File: src/rtl/input_round_robin_arbiter.sv
// Round-robin scheduler of the 5 input-queue heads into the single routing stage.
// Latency: head to from_arbiter is combinational; the pointer moves 1 cycle after consume/empty/skip.
// Backpressure: a valid head that is not popped holds the grant for at most MAX_WAIT cycles, then it is skipped.
module input_round_robin_arbiter #(
    parameter int PL       = 16,
    parameter int CS       = 2,
    parameter int REN      = 5,
    parameter int REN_B    = 3,
    parameter int MAX_WAIT = 8,
    parameter int CNT_W    = 16
) (
    input  logic              clk,
    input  logic              rst,
    input  logic [0:PL-1]     heads [REN],
    input  logic [REN-1:0]    pop,
    input  logic              enable,
    output logic [0:PL-1]     from_arbiter,
    output logic [REN_B-1:0]  shift,
    output logic              grant_valid,
    output logic [CNT_W-1:0]  skip_count,
    output logic [CNT_W-1:0]  grant_count,
    output logic              protocol_error
);

    if (2 * CS + 1 > PL || REN != 5 || MAX_WAIT < 2 || MAX_WAIT > 255) begin : g_bad_params
        $error("input_round_robin_arbiter: illegal parameter set");
    end

    localparam logic [REN_B-1:0] LAST_PORT = REN_B'(REN - 1);
    localparam logic [7:0]       WAIT_LIM  = 8'(MAX_WAIT - 1);

    logic [REN_B-1:0] ptr;
    logic [REN_B-1:0] ptr_nxt;
    logic [REN_B-1:0] ptr_inc;
    logic [7:0]       wait_cnt;
    logic [7:0]       wait_nxt;
    logic [0:PL-1]    head_sel;
    logic [REN-1:0]   ptr_oh;
    logic             head_vld;
    logic             pop_sel;
    logic             multi_pop;
    logic             stray_pop;
    logic             err_now;
    logic             consume;
    logic             skip;

    always_comb begin
        head_sel = '0;
        ptr_oh   = '0;
        for (int i = 0; i < REN; i++) begin
            if (ptr == REN_B'(i)) begin
                head_sel  = heads[i];
                ptr_oh[i] = 1'b1;
            end
        end
    end

    assign head_vld  = head_sel[0];
    assign pop_sel   = |(pop & ptr_oh);
    assign multi_pop = (pop & (pop - REN'(1))) != '0;
    assign stray_pop = |(pop & ~ptr_oh);
    // A pop on an empty selected head, or any pop while frozen, is also a protocol violation.
    assign err_now   = (!enable && (|pop)) || multi_pop || stray_pop ||
                       (enable && pop_sel && !head_vld);

    assign ptr_inc = (ptr == LAST_PORT) ? '0 : ptr + REN_B'(1);

    always_comb begin
        ptr_nxt  = ptr;
        wait_nxt = wait_cnt;
        consume  = 1'b0;
        skip     = 1'b0;
        if (enable) begin
            if (head_vld && pop_sel) begin
                ptr_nxt  = ptr_inc;
                wait_nxt = '0;
                consume  = 1'b1;
            end else if (!head_vld) begin
                ptr_nxt  = ptr_inc;
                wait_nxt = '0;
            end else if (wait_cnt == WAIT_LIM) begin
                ptr_nxt  = ptr_inc;
                wait_nxt = '0;
                skip     = 1'b1;
            end else begin
                wait_nxt = wait_cnt + 8'd1;
            end
        end
    end

    always_ff @(posedge clk or posedge rst) begin
        if (rst) begin
            ptr            <= '0;
            wait_cnt       <= '0;
            skip_count     <= '0;
            grant_count    <= '0;
            protocol_error <= 1'b0;
        end else begin
            ptr      <= ptr_nxt;
            wait_cnt <= wait_nxt;
            if (consume && (grant_count != '1)) begin
                grant_count <= grant_count + CNT_W'(1);
            end
            if (skip && (skip_count != '1)) begin
                skip_count <= skip_count + CNT_W'(1);
            end
            if (err_now) begin
                protocol_error <= 1'b1;
            end
        end
    end

    assign from_arbiter = (enable && head_vld) ? head_sel : '0;
    assign shift        = ptr;
    assign grant_valid  = from_arbiter[0];

endmodule

File: config.mk
export PLATFORM = sky130hd
export DESIGN_NAME = input_round_robin_arbiter
export DESIGN_NICKNAME = d
export VERILOG_FILES = /design/src/rtl/input_round_robin_arbiter.sv
export SDC_FILE = /design/constraint.sdc
export NUM_CORES = 1
export LEC_CHECK = 0
export BUFFER_PORTS_ARGS = -buffer_cell sky130_fd_sc_hd__buf_2
export CAP_MARGIN = 20
export CORE_MARGIN = 2
export CORE_UTILIZATION = 44
export DETAILED_ROUTE_END_ITERATION = 8
export GPL_TIMING_DRIVEN = 0
export PLACE_DENSITY = 0.85
export RECOVER_POWER = 100
export SLEW_MARGIN = 20
export SYNTH_ARGS = -nofsm -noshare
export SYNTH_HDL_FRONTEND = slang
export SYNTH_SLANG_ARGS = --single-unit
File: constraint.sdc
create_clock -name clk -period 2.4 [get_ports clk]
set_clock_uncertainty 0.2 [all_clocks]
set_input_delay 0.48 -clock clk [delete_from_list [all_inputs] [get_ports clk]]
set_output_delay 0.48 -clock clk [all_outputs]
set_load 0.02 [all_outputs]
Word level (Yosys, flattened, before mapping):

Index checks and enable logic that the tools add are counted.

* mux-type cells: 24
* reduce and logical (&&, ||, !) cells: 18
* equal/unequal tests: 8
* $add $sub $neg: 5
* bitwise logic cells: 4

Operator list (count)
* 2-to-1 mux 16 bit: 6
* adder 16 x 1 -> 16 bit (second input constant): 2
* inequality test 16 bit (second input constant): 2
* 2-to-1 mux 8 bit: 3
* bitwise AND 5 bit: 3
* OR reduction 5 bit: 3
* 2-to-1 mux 3 bit: 4
* 2-to-1 mux 1 bit: 11
* adder 8 x 1 -> 8 bit (second input constant): 1
* == test 8 x 3 -> 1 bit (second input constant): 1
* logical AND 1 bit: 7
* == test 3 x 2 -> 1 bit (second input constant): 2
* NOT 5 bit: 1
* nonzero test 5 bit: 1
* subtractor 5 x 1 -> 5 bit (second input constant): 1
* adder 3 x 1 -> 3 bit (second input constant): 1
* == test 3 x 1 -> 1 bit (second input constant): 1
* == test 3 bit (second input constant): 1
* logical NOT 3 bit: 1
* logical OR 1 bit: 3
* inequality test 3 x 1 -> 1 bit (second input constant): 1
* logical NOT 1 bit: 2
* AND reduction 2 bit: 1

* bits in registers: 44
* output and inout bits: 53
* word-level logic and storage cells: 64
* input bits: 88

Longest topological paths before layout:

Gate-level depths: netlist (run 1).

* word-level depth: 10
* mapped depth: 11
* depth with buffers taken out: 7

Worst setup path before layout (run 1):

Ideal clock, no wire load.

* path type: register to output
* from: register ptr[0] (netlist: shift[0])
* to: output port from_arbiter[1] in the netlist's numbering
* path slack: -0.586 ns
* stages on the path, launching flop included: 10
* arrival: 2.306 ns
* path buffers: 2
* required time: 1.720 ns
* cell sequence: dfrtp_1 ha_1 ha_1 buf_4 nor2_4 o221ai_4 nand2_1 nand2_1 buf_2 nor3_1

* cells in the longest elaborated chain, start to end: 8
* elaborated cells between the ends (all ways): 12
* those cells by class: 4 x eq/ne; 6 x mux; 2 x reduce/logical

RTL lines
* start, declared: line 32 `logic [REN_B-1:0] ptr;`
* start signal, assigned: line 99 `ptr <= ptr_nxt;`
* logical NOT 3 bit: line 51 `if (ptr == REN_B'(i)) begin`
* 2-to-1 mux 16 bit (4 in series): line 51
* 2-to-1 mux 16 bit (*): line 51
* logical AND 1 bit: line 113 `assign from_arbiter = (enable && head_vld) ? head_sel : '0;`
* 2-to-1 mux 16 bit (*): line 113
* end, declared: line 17 `output logic [0:PL-1] from_arbiter,`

Mark *: on every way between the ends. The rest lies on a longest branch, timed or not.

Final worst setup path (run 1):

* from: register ptr[1] (netlist: shift[1])
* to: output port from_arbiter[11] in the netlist's numbering

The elaborated chain is that of the path after synthesis.

==> impl_results.md, run 1 <==
* Post-synthesis cell type count at 53
* EDFF count, synth at 0
* Global-route wire length before repair at roughly 17,000 um
* Multi-input gate area at a little under 3000 um^2
* Tcrit/Tclk final at 1.21
* Int Power at between 0.003 and 0.004 W
* Post-placement cell area at between 4000 and 5000 um^2
* Post-DRT Antenna Nets at 0
* Vias in the first global route at between 3,000 and 4,000
* Final net count at about 650
* Leakage power at between 2 and 2.5 nW
* Row count at 31
* WHS Endpoint: skip_count[7]
* Slew at the pin with the worst max-slew slack at between 0.8 and 0.9 ns
* Failing checks: setup timing
* DR vias/cell at 5.85
* Clock buffer depth at 2
* DRT Pass-1 Iters at 5
* Slew HR at 0.453
* Root buf cell: clkbuf_8
* Fmax achieved at roughly 0.34 GHz
* Finished Cell Area at 5550 um^2
* Number of diodes at 0
* Minimum clock period at between 2 and 3 ns
* Setup CP Type: flip-flop to primary output
* Gr usage total at 0.276
* Crit path DAT at about 2.2 ns
* Syn_nets at 470
* Count leader, synth: dfrtp_1
* Post-synth top cells: dfrtp_1, nand2_1, nor2_1
* Max-capacitance violation count at 0
* Die extent in x at 89.7 um
* Starting Density at 0.450
* Pin count of the biggest net entering global routing at 34
* Detailed Place HPWL at approximately 7500 um
* Fin. Hold Viols at 0
* Top-Level Pins at 141
* DIE HEIGHT at 89.7 um
* Filler instances at ~450
* Max-slew violation count at 0
* CTS tree: yes
* RR Endpoint: shift[0]
* Reg clk slew, reported paths at 0.08 ns
* Data required time at the worst endpoint at ~1.7 ns
* Sequential Area at 1100 um^2
* Synth warn at 0
* Routed vias at 3,799
* Share of the synthesized area in the top cell type at 0.341
* Grt total ovfl at 0
* Area Overhead vs Synth at 71.8%
* Hold WS at slightly above 0.3 ns
* DR DRC count at 0
* Combinational share of power at 0.740
* TritonCTS Buffers at 5
* Clock group share of total power at 0.098
* Initial antenna violation count at 1
* Switch share at 0.461
* Clock Sinks at 44
* Synth Register Bits at 44
* WL final at between 10,000 and 15,000 um
* RSZ-0062 raised after global routing: yes
* Sequential Power Share at 0.162
* Hold Path Class: flip-flop to flip-flop
* Maximum vdd drop at 0.000511 V
* NetSw at approximately 0.0026 W
* PwrDens at between 1000 and 1500 nW/um^2
* Core Region at a little over 7000 um^2
* Full die area at 8040 um^2
* CP Max Fanout at 8
* Final count of negative-setup-slack endpoints at 56
* Layout cell share with drive strength beyond 1 at 0.507
* Seq/Total Area, Yosys at 0.341
* Drt initial violations at between 200 and 250
* Routed wire per std cell at roughly 19 um
* Avg Cell Area, Syn at between 8 and 9 um^2
* WHS Path Cells at 1
* CTS H-tree lvls at 2
* Mapped Area at 3230 um^2
* Clock Latency Late Sink at about 0.30 ns
* Ys async rst share at 1.00
* Final Wtd Congestion at around 0.9
* Synth area leader: dfrtp_1
* Worst R2R Path Depth at 10
* Hold path startpoint: skip_count[7]
* I/O Buffers at 140
* R2R Setup Slk at -0.39 ns
* Post-layout util at 0.773
* Worst r2r src: shift[1]
* Dominant synthesized flop cell: dfrtp_1
* Worst setup margin at -0.505 ns
* Largest cells by area after synthesis: dfrtp_1, xor2_1, nand2_1, a221oi_1, and3b_1
* Status: complete, but fails checks
* Synthesized instance count at 374
* Worst Setup End Kind: primary output
* Setup crit start kind: flip-flop
## flip-flops by register name, summed over array words and instances (netlist names)
signal,flops
grant_count,16
skip_count,16
wait_cnt,8
shift,3
protocol_error,1
## routing by layer
layer  part of all wire  up-vias  GRT usage
li1                   -     1722          -
met1               0.37     1823      0.301
met2               0.52      209      0.500
met3              0.081       45     0.0814
met4              0.035        0      0.106
met5                  0        -          0
## placed cells by master, fill, tap and decap left out, drive strengths merged, types with 3 or more instances in the layout
cell type and instances:
and4 5, clkbuf 48, ha 8, nand3 20, and3 5, buf 148
nor4 5, nand4 6, xnor2 11, xor2 18, nor3 24, o2bb2ai 3
mux2 5, a21o 4, o21ai 23, nor4b 4, a21oi 23, nand2 41
inv 11, dfrtp 44, a221oi 16, and3b 16, nor2 33
## worst max path at each step
stage,start,endpoint,depth (start not counted)
after floorplan,shift[0],from_arbiter[1],9
after global placement,shift[1],from_arbiter[4],10
after detailed placement,shift[1],from_arbiter[11],9
after CTS,shift[1],from_arbiter[11],9
after global routing,shift[0],from_arbiter[7],10
final,shift[1],from_arbiter[11],10
## metrics by stage
stage	total power [W]	instances	worst slack, ns	TNS, ns
2_1_floorplan	0.00280	374	-0.176	-3.34
3_3_place_gp	0.00335	613	-0.493	-10.49
3_5_place_dp	0.00342	614	-0.529	-12.67
4_1_cts	0.00503	640	-0.454	-9.07
5_1_grt	0.00589	649	-0.604	-17.87
6_report	0.00560	649	-0.505	-13.62
## power groups by stage
stage	Combinational, W	Sequential (W)	Clock [W]
floorplan	0.00183	0.000978	0
global route	0.00440	0.000918	0.000579
global placement	0.00244	0.000916	0
CTS	0.00356	0.000907	0.000556
finish	0.00414	0.000908	0.000548
detailed placement	0.00250	0.000922	0
## area by class of cell
| cell class | count | share of cell area |
|---|---|---|
| multi-input combinational | 297 | 0.520 |
| timing repair buffer | 174 | 0.193 |
| tap | 99 | 0.0223 |
| buffer | 18 | 0.0390 |
| clock inverter | 1 | 0.00541 |
| inverter | 11 | 0.00879 |
| clock buffer | 5 | 0.0124 |
| sequential | 44 | 0.199 |
## cell families (layout without fill, tap and decap cells)
| logic type | Yosys count | after routing | synth area share |
|---|---|---|---|
| simple gates | 175 | 175 | 0.300 |
| compound gates | 78 | 78 | 0.179 |
| flops | 44 | 44 | 0.341 |
| buf+inv | 33 | 209 | 0.0465 |
| xor+xnor | 29 | 29 | 0.0787 |
| fa+ha+maj | 8 | 8 | 0.0310 |
| mux | 7 | 7 | 0.0236 |
## repair_timing
| action | 4_1_cts | 5_1_grt |
|---|---|---|
| endpoints found under the hold margin | 11 | 0 |
| setup endpoints to repair | 55 | 54 |
| pin swaps | 34 | 56 |
| gates cloned | 4 | 2 |
| gates resized for setup | 115 | 90 |
| buffers inserted | 18 | 8 |
| hold buffers | 1 | 0 |
## worst max-delay path, cell delays in order, from the launching register on
cell,delay (ns)
dfrtp_2,0.44
buf_6,0.13
ha_4,0.16
ha_4,0.18
nor2_4,0.14
o221ai_4,0.13
nand2_4,0.12
nand2_8,0.10
buf_4,0.19
nor3_2,0.17
buf_4,0.17
No activity file was read; power rests on OpenSTA's default activity.
==> run 2, diff against run 1 <==
--- a/config.mk
+++ b/config.mk
@@ -8,10 +8,10 @@
 export BUFFER_PORTS_ARGS = -buffer_cell sky130_fd_sc_hd__buf_2
 export CAP_MARGIN = 20
 export CORE_MARGIN = 2
-export CORE_UTILIZATION = 44
+export CORE_UTILIZATION = 52
 export DETAILED_ROUTE_END_ITERATION = 8
 export GPL_TIMING_DRIVEN = 0
-export PLACE_DENSITY = 0.85
+export PLACE_DENSITY = 0.94
 export RECOVER_POWER = 100
 export SLEW_MARGIN = 20
 export SYNTH_ARGS = -nofsm -noshare
==> constraint.sdc (replaced) <==
create_clock -name clk -period 3.4 [get_ports clk]
set_clock_uncertainty 0.2 [all_clocks]
set_input_delay 0.68 -clock clk [delete_from_list [all_inputs] [get_ports clk]]
set_output_delay 0.68 -clock clk [all_outputs]
set_load 0.02 [all_outputs]
==> impl_results.md, run 2 (synthesized netlist as in run 1, its figures left out) <==
* Filler instances at around 480
* RR Endpoint: skip_count[6]
* Status: finished clean
* WHS Path Cells at 2
* Fin. Hold Viols at 0
* I/O Buffers at 140
* Largest stage delay on the critical path at 0.45 ns
* Clock buffer depth at 2
* Final net count at 622
* Critical path's most frequent cell: ha_1
* Worst r2r src: shift[0]
* CTS H-tree lvls at 2
* Number of diodes at 0
* Post-DRT Antenna Nets at 0
* Hold path startpoint: protocol_error
* PwrDens at about 600 nW/um^2
* CTS tree: yes
* DR DRC count at 0
* Slowest CP cell: dfrtp_2
* Grt total ovfl at 0
* Detailed Place HPWL at 7220 um
* Clock Latency Late Sink at ~0.3 ns
* Leakage power at 2.05 nW
* Worst R2R Path Depth at 10
* TritonCTS Buffers at 5
* Drt initial violations at around 150
* Reg clk slew, reported paths at approximately 0.080 ns
* Setup crit start kind: flip-flop
* Finished Cell Area at between 4000 and 5000 um^2
* Row count at 28
* Routed vias at around 3,500
* Most frequent cells in the layout: buf_2, clkbuf_1, dfrtp_1
* Gr usage total at 0.272
* Area Overhead vs Synth at 28.4%
* Max-slew violation count at 0
* Vias in the first global route at ~3,500
* WHS Endpoint: protocol_error
* Top-Level Pins at roughly 140
* Final Wtd Congestion at between 0.9 and 1
* Die extent in x at between 80 and 90 um
* Placed Cells at roughly 600
* DR vias/cell at 5.88
* Clock Sinks at 44
* Initial antenna violation count at 0
* Hold-fix buffers at CTS at 0
* Root buf cell: clkbuf_8
* Routed wire per std cell at between 15 and 20 um
* DIE HEIGHT at around 83 um
* Slew at the pin with the worst max-slew slack at 1.23 ns
* R2R Setup Slk at just over 0.6 ns
* Setup CP Type: flip-flop to primary output
* Final Non-Filler Cells at roughly 600
* Full die area at approximately 6900 um^2
* Crit path DAT at roughly 2.4 ns
* Top Registers: grant_count x16, skip_count x16, wait_cnt x8
* Multi-input gate area at a little under 2000 um^2
* CP Max Fanout at 10
* Maximum vdd drop at between 0.0005 and 0.0006 V
* Starting Density at 0.542
* WL final at around 9700 um
* Crit-path cells: ha_1, ha_1, buf_4, nor2_4, o221ai_4, nand2_2, nand2_4, buf_6, nor3_1, buf_2
* Layout cell share with drive strength beyond 1 at 0.292
* Max-capacitance violation count at 0
* Pin count of the biggest net entering global routing at 25
* Tcrit/Tclk final at 0.967
* DRT Pass-1 Iters at 7
* Slew HR at 0.180
* Core Region at between 5000 and 6000 um^2
* Sequential Area at ~1100 um^2
* Fmax achieved at about 0.30 GHz
* Data required time at the worst endpoint at 2.52 ns
* Commonest non-fill, non-tap cell in the layout: buf_2
* Hold Path Class: flip-flop to flip-flop
* Worst Setup End Kind: primary output
* Global-route wire length before repair at 15,800 um
* Minimum clock period at ~3.3 ns
* Post-placement cell area at ~4100 um^2
* Final count of negative-setup-slack endpoints at 0
* Tot Pwr at around 0.0025 W
* Setup TNS at 0 ns
-- run 2: power breakdown --
part           switching [W]  internal (W)  total [W]
clock               0.000172      0.000166   0.000337
sequential         0.0000625      0.000573   0.000636
combinational       0.000906      0.000611    0.00152
total                0.00114       0.00135    0.00249
-- run 2: area by class of cell --
type                    instances  share of cell area
inverters                      11             0.00996
flip-flops and latches         44               0.266
clock buffers                   8              0.0217
well taps                      75              0.0226
repair buffers                148               0.173
multi-input cells             297               0.479
plain buffers                  19              0.0278
-- run 2: worst max-delay path by stage --
| stage | from | end | slack (ns) | depth (start not counted) |
|---|---|---|---|---|
| finish | shift[0] | from_arbiter[6] | 0.11 | 10 |
| global route | shift[0] | from_arbiter[6] | -0.02 | 10 |
| CTS | shift[0] | from_arbiter[6] | 0.009 | 10 |
| detailed placement | shift[1] | from_arbiter[3] | 0.15 | 9 |
| global placement | shift[1] | from_arbiter[3] | 0.22 | 9 |
| floorplan | shift[0] | from_arbiter[1] | 0.21 | 9 |
-- run 2: worst max-delay path: cells and delay by family, from the launching register on --
kind,cells,cell delay (ns)
adders and majority gates,2,0.39
buffers and inverters,3,0.55
AOI/OAI and AO/OA,1,0.15
and+or+nand+nor,4,0.56
DFF,1,0.45
-- run 2: through the flow --
step | utilization | hold slack, ns | setup slack, ns
after floorplan | - | 0.281 | 0.214
after global placement | 0.676 | 0.277 | 0.222
after detailed placement | 0.680 | 0.282 | 0.151
after CTS | 0.697 | 0.205 | 0.00917
after global routing | 0.696 | 0.327 | -0.0188
final | 0.696 | 0.302 | 0.112
-- run 2: layer usage --
layer  vias to the layer above  track usage  wire (um)
met4                         0        0.124        266
met5                         -            0          0
li1                       1659            -          -
met3                        33       0.0646        796
met1                      1641        0.300       3470
met2                       207        0.492       5170
-- run 2: what timing repair did --
item / in CTS / in global routing
pin swaps: 1 / 2
setup endpoints to repair: 12 / 14
cloned: 0 / 1
buffers inserted: 1 / 5
gates resized for setup: 6 / 14
